==> config.mk <==
export PLATFORM = sky130hd
export DESIGN_NAME = pc_unit_flat
export DESIGN_NICKNAME = d
export VERILOG_FILES = /design/src/rtl/pc_pkg.sv /design/src/rtl/pc_unit_if.sv /design/src/rtl/btb_dm.sv /design/src/rtl/pc_unit.sv /design/src/flat_wrapper.sv
export SDC_FILE = /design/constraint.sdc
export NUM_CORES = 2
export LEC_CHECK = 0
export BUFFER_PORTS_ARGS = -buffer_cell sky130_fd_sc_hd__clkbuf_2
export CAP_MARGIN = 20
export CORE_MARGIN = 2
export CORE_UTILIZATION = 65
export DETAILED_ROUTE_END_ITERATION = 10
export PLACE_DENSITY = 0.87
export SLEW_MARGIN = 20
export SYNTH_ARGS = -nofsm -noshare
export SYNTH_HDL_FRONTEND = slang
export SYNTH_HIERARCHICAL = 1
export SYNTH_SLANG_ARGS = --single-unit
==> constraint.sdc <==
create_clock -name clk -period 18.6 [get_ports clk]
set_input_delay 1.86 -clock clk [delete_from_list [all_inputs] [get_ports clk]]
set_output_delay 1.86 -clock clk [all_outputs]
set_load 0.005 [all_outputs]
==> src/rtl/pc_pkg.sv <==
// pc_pkg: shared BTB entry type, counter encodings and saturating counter update.
package pc_pkg;

    localparam int XLEN = 32;

    localparam logic [1:0] CTR_SNT = 2'b00;
    localparam logic [1:0] CTR_WNT = 2'b01;
    localparam logic [1:0] CTR_WT  = 2'b10;
    localparam logic [1:0] CTR_ST  = 2'b11;

    // tag is stored at full width; only the bits above the index are ever non-zero
    typedef struct packed {
        logic            valid;
        logic [XLEN-1:0] tag;
        logic [XLEN-1:0] target;
        logic [1:0]      ctr;
    } btb_entry_t;

    function automatic logic [1:0] ctr_update(input logic [1:0] ctr, input logic taken);
        return taken ? ((ctr == CTR_ST) ? CTR_ST : ctr + 2'd1)
                     : ((ctr == CTR_SNT) ? CTR_SNT : ctr - 2'd1);
    endfunction

endpackage

==> src/rtl/pc_unit_if.sv <==
// pc_unit_if: fetch-side control inputs, EX training port and prediction outputs of pc_unit.
interface pc_unit_if #(parameter int XLEN = 32);

    logic            Stall;
    logic            redirect_valid;
    logic [XLEN-1:0] redirect_pc;
    logic            upd_valid;
    logic [XLEN-1:0] upd_pc;
    logic [XLEN-1:0] upd_target;
    logic            upd_taken;
    logic [XLEN-1:0] PC;
    logic            pred_taken;
    logic [XLEN-1:0] pred_target;

    modport master (
        output Stall, redirect_valid, redirect_pc, upd_valid, upd_pc, upd_target, upd_taken,
        input  PC, pred_taken, pred_target
    );

    modport slave (
        input  Stall, redirect_valid, redirect_pc, upd_valid, upd_pc, upd_target, upd_taken,
        output PC, pred_taken, pred_target
    );

endinterface

==> src/rtl/btb_dm.sv <==
// btb_dm: direct-mapped branch target buffer, combinational lookup and edge-triggered training.
module btb_dm #(
    parameter int XLEN    = 32,
    parameter int ENTRIES = 16
) (
    input  logic            clk,
    input  logic            rst,
    input  logic [XLEN-1:0] lookup_pc_i,
    output logic            taken_o,
    output logic [XLEN-1:0] target_o,
    input  logic            upd_valid_i,
    input  logic [XLEN-1:0] upd_pc_i,
    input  logic [XLEN-1:0] upd_target_i,
    input  logic            upd_taken_i
);
    import pc_pkg::*;

    localparam int IDX_W = $clog2(ENTRIES);
    localparam int EW    = pc_pkg::XLEN;

    btb_entry_t       entries_q [ENTRIES];
    btb_entry_t       rd_e, wr_e, wr_d;
    logic [IDX_W-1:0] rd_idx, wr_idx;
    logic             rd_hit, wr_hit, wr_en;

    function automatic logic [EW-1:0] tag_of(input logic [XLEN-1:0] pc);
        return EW'(pc >> (IDX_W + 2));
    endfunction

    always_comb begin
        rd_idx   = lookup_pc_i[IDX_W+1:2];
        rd_e     = entries_q[rd_idx];
        rd_hit   = rd_e.valid && (rd_e.tag == tag_of(lookup_pc_i));
        taken_o  = rd_hit && rd_e.ctr[1];
        target_o = rd_e.target[XLEN-1:0];
    end

    // a miss only writes when taken, so the miss path always allocates a weakly-taken entry
    always_comb begin
        wr_idx      = upd_pc_i[IDX_W+1:2];
        wr_e        = entries_q[wr_idx];
        wr_hit      = wr_e.valid && (wr_e.tag == tag_of(upd_pc_i));
        wr_en       = upd_valid_i && (wr_hit || upd_taken_i);
        wr_d.valid  = 1'b1;
        wr_d.tag    = tag_of(upd_pc_i);
        wr_d.target = upd_taken_i ? EW'(upd_target_i) : wr_e.target;
        wr_d.ctr    = wr_hit ? ctr_update(wr_e.ctr, upd_taken_i) : CTR_WT;
    end

    always_ff @(posedge clk or posedge rst) begin
        if (rst) begin
            for (int i = 0; i < ENTRIES; i++) entries_q[i].valid <= 1'b0;
        end else if (wr_en) begin
            entries_q[wr_idx] <= wr_d;
        end
    end

endmodule

==> src/rtl/pc_unit.sv <==
// pc_unit: fetch PC register with redirect/stall priority and BTB-driven next-PC prediction.
module pc_unit #(
    parameter int              XLEN        = 32,
    parameter int              BTB_ENTRIES = 16,
    parameter logic [XLEN-1:0] RESET_PC    = '0
) (
    input logic     clk,
    input logic     rst,
    pc_unit_if.slave bus
);
    import pc_pkg::*;

    logic [XLEN-1:0] pc_q, pc_d, seq_pc, btb_target, pred_pc;
    logic            btb_taken;

    btb_dm #(.XLEN(XLEN), .ENTRIES(BTB_ENTRIES)) u_btb (
        .clk          (clk),
        .rst          (rst),
        .lookup_pc_i  (pc_q),
        .taken_o      (btb_taken),
        .target_o     (btb_target),
        .upd_valid_i  (bus.upd_valid),
        .upd_pc_i     (bus.upd_pc),
        .upd_target_i (bus.upd_target),
        .upd_taken_i  (bus.upd_taken)
    );

    // redirect beats stall so a mispredict is never lost while the hazard unit holds fetch
    always_comb begin
        seq_pc  = pc_q + XLEN'(4);
        pred_pc = btb_taken ? btb_target : seq_pc;
        pc_d    = bus.redirect_valid ? bus.redirect_pc : bus.Stall ? pc_q : pred_pc;
    end

    always_ff @(posedge clk or posedge rst) begin
        if (rst) pc_q <= RESET_PC;
        else     pc_q <= pc_d;
    end

    assign bus.PC          = pc_q;
    assign bus.pred_taken  = btb_taken;
    assign bus.pred_target = pred_pc;

endmodule
==> src/flat_wrapper.sv <==
// flat-port wrapper written by rule: the top's interface ports become plain ports
module pc_unit_flat import pc_pkg::*;
#(
    parameter int              XLEN        = 32,
    parameter int              BTB_ENTRIES = 16,
    parameter logic [XLEN-1:0] RESET_PC    = '0
)
  (clk, rst, bus_Stall, bus_redirect_valid, bus_redirect_pc, bus_upd_valid, bus_upd_pc, bus_upd_target, bus_upd_taken, bus_PC, bus_pred_taken, bus_pred_target);
  pc_unit_if #(.XLEN(XLEN)) bus_i ();
  input logic clk;
  input logic rst;
  input wire logic [$bits(bus_i.Stall)-1:0] bus_Stall;
  input wire logic [$bits(bus_i.redirect_valid)-1:0] bus_redirect_valid;
  input wire logic [$bits(bus_i.redirect_pc)-1:0] bus_redirect_pc;
  input wire logic [$bits(bus_i.upd_valid)-1:0] bus_upd_valid;
  input wire logic [$bits(bus_i.upd_pc)-1:0] bus_upd_pc;
  input wire logic [$bits(bus_i.upd_target)-1:0] bus_upd_target;
  input wire logic [$bits(bus_i.upd_taken)-1:0] bus_upd_taken;
  output wire logic [$bits(bus_i.PC)-1:0] bus_PC;
  output wire logic [$bits(bus_i.pred_taken)-1:0] bus_pred_taken;
  output wire logic [$bits(bus_i.pred_target)-1:0] bus_pred_target;
  assign bus_i.Stall = bus_Stall;
  assign bus_i.redirect_valid = bus_redirect_valid;
  assign bus_i.redirect_pc = bus_redirect_pc;
  assign bus_i.upd_valid = bus_upd_valid;
  assign bus_i.upd_pc = bus_upd_pc;
  assign bus_i.upd_target = bus_upd_target;
  assign bus_i.upd_taken = bus_upd_taken;
  assign bus_PC = bus_i.PC;
  assign bus_pred_taken = bus_i.pred_taken;
  assign bus_pred_target = bus_i.pred_target;
  pc_unit #(.XLEN(XLEN), .BTB_ENTRIES(BTB_ENTRIES), .RESET_PC(RESET_PC)) u_core (.clk(clk), .rst(rst), .bus(bus_i));
endmodule
* After elaboration in Yosys (flattened, before gate mapping) *
Cells that the tools add are included.

word-level totals
  bits in registers = 1104
  output and inout port bits = 65
  bits of input ports = 102
  logic and storage cells = 103

cells by class
  reductions and logical operators = 8
  bitwise operators = 3
  add/sub/neg operators = 3
  muxes and demuxes = 17
  $lt $le $gt $ge = 3
  equal/unequal tests = 4

operators with widths
  cell                                                   count
  bitwise mux 1072 bit                                   1
  binary-select mux 67 bit (select 4 bit)                2
  two-way mux 67 bit                                     5
  demux 67 bit (select 4 bit)                            1
  two-way mux 32 bit                                     4
  equality test 32 x 26 -> 1 bit                         2
  adder 32 x 3 -> 32 bit, second input constant          1
  >= comparator 5 bit, second input constant             2
  NOT 4 -> 5 bit                                         2
  two-way mux 2 bit                                      4
  logical AND 1 bit                                      5
  < comparator 5 x 1 -> 1 bit, second input constant     1
  adder 2 x 1 -> 2 bit, second input constant            1
  equality test 2 bit, second input constant             1
  zero test 2 bit                                        1
  inequality test 2 x 1 -> 1 bit, second input constant  1
  AND reduction 2 bit                                    1
  subtractor 2 x 1 -> 2 bit, second input constant       1
  logical OR 1 bit                                       1
  NOT 1 bit                                              1

* Depth between registers and ports, before layout *
  word-level depth = 10
  mapped depth = 20
  mapped depth without buffers = 13

* Hierarchy *
Netlist, hierarchy kept.

by module, submodules not included
  module   sequential area each (um2)  times used  area an instance (um2)  cells each
  btb_dm   29228.0                     1           45750.1                 2141
  pc_unit  800.8                       1           2702.6                  331

* Worst setup path after synthesis *
Ideal clock, no wire load.

  kind = input to register
  start = in bus_upd_pc[2]
  end = reg u_core/u_btb/entries_q[1005] in the netlist's numbering, enable pin
  cell stages on the path = 10
  data required time = 18.036 ns
  library setup time = 0.564 ns
  data arrival time = 8.591 ns
  setup slack = 9.445 ns
  path buffers = 2
  path through = buf_6 mux4_2 a221o_1 or4b_1 a21oi_2 o2bb2ai_2 nor4b_4 a41oi_4 buf_6 nor3b_1

between the ends
  cells in the longest elaborated chain, start to end = 9

ends and longest elaborated chain
  what                                                        RTL line            RTL
  from (decl)                                                 flat_wrapper.sv:16  input wire logic [$bits(bus_i.upd_pc)-1:0] bus_upd_pc;
  NOT 4 -> 5 bit (implied by the code) (*)                    btb_dm.sv:41        wr_e = entries_q[wr_idx];
  binary-select mux 67 bit (select 4 bit) (*)                 btb_dm.sv:41
  two-way mux 67 bit (implied by the code) (*) (2 in series)  btb_dm.sv:41
  equality test 32 x 26 -> 1 bit                              btb_dm.sv:42        wr_hit = wr_e.valid && (wr_e.tag == tag_of(upd_pc_i));
  logical AND 1 bit (*)                                       btb_dm.sv:42
  logical OR 1 bit (*)                                        btb_dm.sv:43        wr_en = upd_valid_i && (wr_hit || upd_taken_i);
  logical AND 1 bit (*)                                       btb_dm.sv:43
  AND reduction 2 bit (no line) (*)                           n/a
  to (signal, indexed assignment)                             btb_dm.sv:54        entries_q[wr_idx] <= wr_d;
  to (decl)                                                   btb_dm.sv:21        btb_entry_t entries_q [ENTRIES];

Mark *: on every way between the ends. The rest lies on a longest branch, timed or not. The select of a mux whose other input is x is not followed.
A chain may end at the register's enable or synchronous reset.

* Worst setup path in the final report *
  start = reg u_core.pc_q[2] (netlist: u_core/bus.PC[2])
  end = out bus_pred_target[10]

between the ends
  cells in the longest elaborated chain, start to end = 8
  elaborated cells between the ends (all ways) = 9
  classes of those cells = add/sub (1); eq/ne (1); mux (4); bitwise (1); reduce/logical (2)

ends and longest elaborated chain
  what                                                    RTL line            RTL
  from (decl)                                             pc_unit.sv:13       logic [XLEN-1:0] pc_q, pc_d, seq_pc, btb_target, pred_pc;
  from (signal assigned)                                  pc_unit.sv:37       else pc_q <= pc_d;
  NOT 4 -> 5 bit (implied by the code)                    btb_dm.sv:32        rd_e = entries_q[rd_idx];
  binary-select mux 67 bit (select 4 bit)                 btb_dm.sv:32
  two-way mux 67 bit (implied by the code) (2 in series)  btb_dm.sv:32
  equality test 32 x 26 -> 1 bit                          btb_dm.sv:33        rd_hit = rd_e.valid && (rd_e.tag == tag_of(lookup_pc_i));
  logical AND 1 bit                                       btb_dm.sv:33
  logical AND 1 bit                                       btb_dm.sv:34        taken_o = rd_hit && rd_e.ctr[1];
  two-way mux 32 bit (*)                                  pc_unit.sv:31       pred_pc = btb_taken ? btb_target : seq_pc;
  to (decl)                                               flat_wrapper.sv:21  output wire logic [$bits(bus_i.pred_target)-1:0] bus_pred_target;

Marked as above.

==> results.ini <==
[run_status]
status=finished, final reports clean

[critical_path]
worstPathMaxFanout=48
reg2reg_to=u_core/bus.PC[22]
crit_start=u_core/bus.PC[2]
cp_data_required_time_ps=16740
critPathCapture=bus_pred_target[10]
crit_arrival_ps=7760
path_class=flip-flop to output pin
r2r_cells=15
timing.rr.start=u_core/bus.PC[2]
r2r_setup_slack_ps=11220
cp-start-kind=flip-flop
crit_path_end_kind=output pin

[placed_design]
gp_congestion=0.9563
dp_hpwl_mm=79.22
dp.cells=3490
io_buffers=164

[sta]
tns_ps=0
tightestPinTransition_ps=1235
relSlewSlack=0.1765
fmax_ghz=0.1040
rsz0062_at_grt=false
hold_violations=0
finalSetupViolations=0
period_share=0.5169
finalClockSkew_ps=31.18
min_period_ps=9615
drv_slew=0

[synthesis]
synth-main-ff-cell=edfxtp_1
synth.area.mux_share=0.2825
synth_compound_area_frac=0.02877
synth_top_family_by_area=multiplexers
synth_area_per_cell_um2=19.60
synth-simple-area-share=0.03700
synthDistinctLibCells=77
synth_nets=2575
synth-edff-count=960
ys_seq_area_frac=0.6198
synth_warnings=6
synthXorXnorAreaFrac=0.01229
async_flop_share=0.04762
yosys.area_share.adder=0.0004648
ys_ff_latch=1008
synth_cells=2472
netlist_area_um2=48450

[floorplanning]
num_io_pins=167
fp.dieH_um=277.0
initial_core_util=0.6541
fp.dieArea_um2=76740
die_w_um=277.0
placementRows=100
core_area_um2=74070

[drt]
drt-wirelength-per-cell_um=38.87
via_per_inst=8.080
first_iter_violations=5480
wl_mm=143.0
drt_first_pass_iters=7
route.detailed.drc=0
antenna_left=0
vias=29720

[clocking]
cts_setup_buffers=0
postCtsResizedCells=0
h-tree-depth=3
clk_latency_ps=670
cts_buffer_depth=3
numCtsBuffers=100
clk_pin_slew_ps=60
cts_tree=yes
ctsHoldBuffers=0
cts_root_buf=clkbuf_16
clock-sinks=1008

[layout]
stdcell_count=3678
utilization=0.7235
final_common_cell=edfxtp_1
area_delta_synth_final_pct=10.61
mostFrequentLayoutCells=960 x edfxtp_1, 539 x mux4_2, 160 x clkbuf_2, 101 x clkbuf_16, 89 x mux2i_1
drive_above_1_share=0.3786
filler_cell_count=4093
finalNetCount=2726

[global_route]
grt_pass1_vias=30230
grt_max_degree=118
track_usage=0.3742
antenna_found_initial=7
grt-ovfl-total=0
grt_pass1_wl_mm=205.4

[flow_run]
maxCapViolCount=0

[power_and_ir_drop]
vdd_drop_max_v=0.00009237
power_leakage_uw=0.01738
power_density_nw_per_um2=98.29

[hold_path]
hp-class=flip-flop to flip-flop

==> worst min-delay path by stage <==
stage | cells after the start | startpoint | endpoint
CTS | 1 | u_core/u_btb/entries_q[468] | u_core/u_btb/entries_q[468]
floorplan | 2 | u_core/u_btb/entries_q[66] | u_core/u_btb/entries_q[66]
global placement | 2 | u_core/u_btb/entries_q[267] | u_core/u_btb/entries_q[267]
global route | 1 | u_core/u_btb/entries_q[334] | u_core/u_btb/entries_q[334]
finish | 1 | u_core/u_btb/entries_q[334] | u_core/u_btb/entries_q[334]
detailed placement | 1 | u_core/u_btb/entries_q[669] | u_core/u_btb/entries_q[669]
==> state kept, by name, summed over array words and instances, names as in the netlist <==
register                flops
u_core/u_btb/entries_q    976
u_core/bus.PC              32
==> per-stage QoR <==
| stage | power [uW] | hold WS, ps | worst slack, ps | area (um^2) |
|---|---|---|---|---|
| finish | 5268 | 507.8 | 8985 | 53590 |
| global route | 5382 | 539.7 | 8734 | 53590 |
| CTS | 5254 | 507.6 | 9134 | 53570 |
| detailed placement | 3269 | 491.2 | 8566 | 50330 |
| floorplan | 3048 | 452.2 | 9445 | 48450 |
| global placement | 3246 | 481.4 | 8720 | 50330 |
==> cell families after synthesis <==
kind of cell,count (synthesis)
compound gates,193
xor+xnor,68
fa+ha+maj,2
buf+inv,206
flops,1008
mux,686
simple gates,309
==> Yosys cell counts (all sizes together), types with 3 or more instances <==
library cell,number,area [um^2]
o31ai,11,102.6
nor4,24,281.5
a21oi,34,173.9
nor3,32,160.2
clkbuf,82,307.8
xor2,31,271.5
o22ai,6,37.54
and3,11,68.82
inv,21,78.83
nor2b,10,62.56
mux2,58,656.9
and4,4,35.03
a211o,3,26.28
edfxtp,960,28830
nand3b,5,37.54
a22o,8,70.07
mux2i,89,890.9
dfrtp,48,1201
o2111ai,3,26.28
mux4,539,12140
a31oi,6,37.54
nor4b,3,41.29
nand2b,7,43.79
clkinv,4,15.01
xnor2,37,324.1
nand2,77,289.0
a221o,14,140.1
o21ai,38,190.2
o21bai,12,90.09
o21a,4,30.03
nand3,38,190.2
o211ai,9,67.56
nand4,16,121.4
or4,3,26.27
or3,3,18.77
nor2,46,172.7
buf,99,530.5
nor3b,19,162.7
and2,6,37.54
a311oi,4,35.03
a22oi,18,135.1
==> routing by layer <==
metal  routed length (um)  global-route usage  vias up
met5                   44                   0        -
met3                23290              0.1250      658
li1                     -                   -    10940
met2                66160              0.5708     3161
met4                 8836              0.1805        6
met1                44620              0.4939    14950
==> power by group <==
group / switching [uW] / internal, uW / leakage [uW]
Sequential: 50.6 / 2530 / 0.00924
Clock: 866 / 1150 / 0.00159
Combinational: 374 / 299 / 0.00655
==> worst max-delay path: stages (launching register included) <==
cell and delay [ps]:
dfrtp_4 820, buf_4 770, buf_4 760, mux4_2 600, mux4_2 540, xor2_1 190
nor4_1 810, nand4_1 260, nor4_2 230, buf_4 560, clkinv_1 230, buf_4 320
a21oi_1 540, clkbuf_2 220
==> cell type report <==
cell class	count	area, um^2	area share
sequential	1008	30040	0.5606
clock inverter	58	551.8	0.01030
clock buffer	126	2681	0.05003
inverter	25	95.09	0.001774
timing repair buffer	230	1381	0.02577
antenna	4	10.01	0.0001868
tap	969	1212	0.02262
multi-input combinational	1258	17620	0.3287
Note: power is estimated with default switching activity, not from simulation.
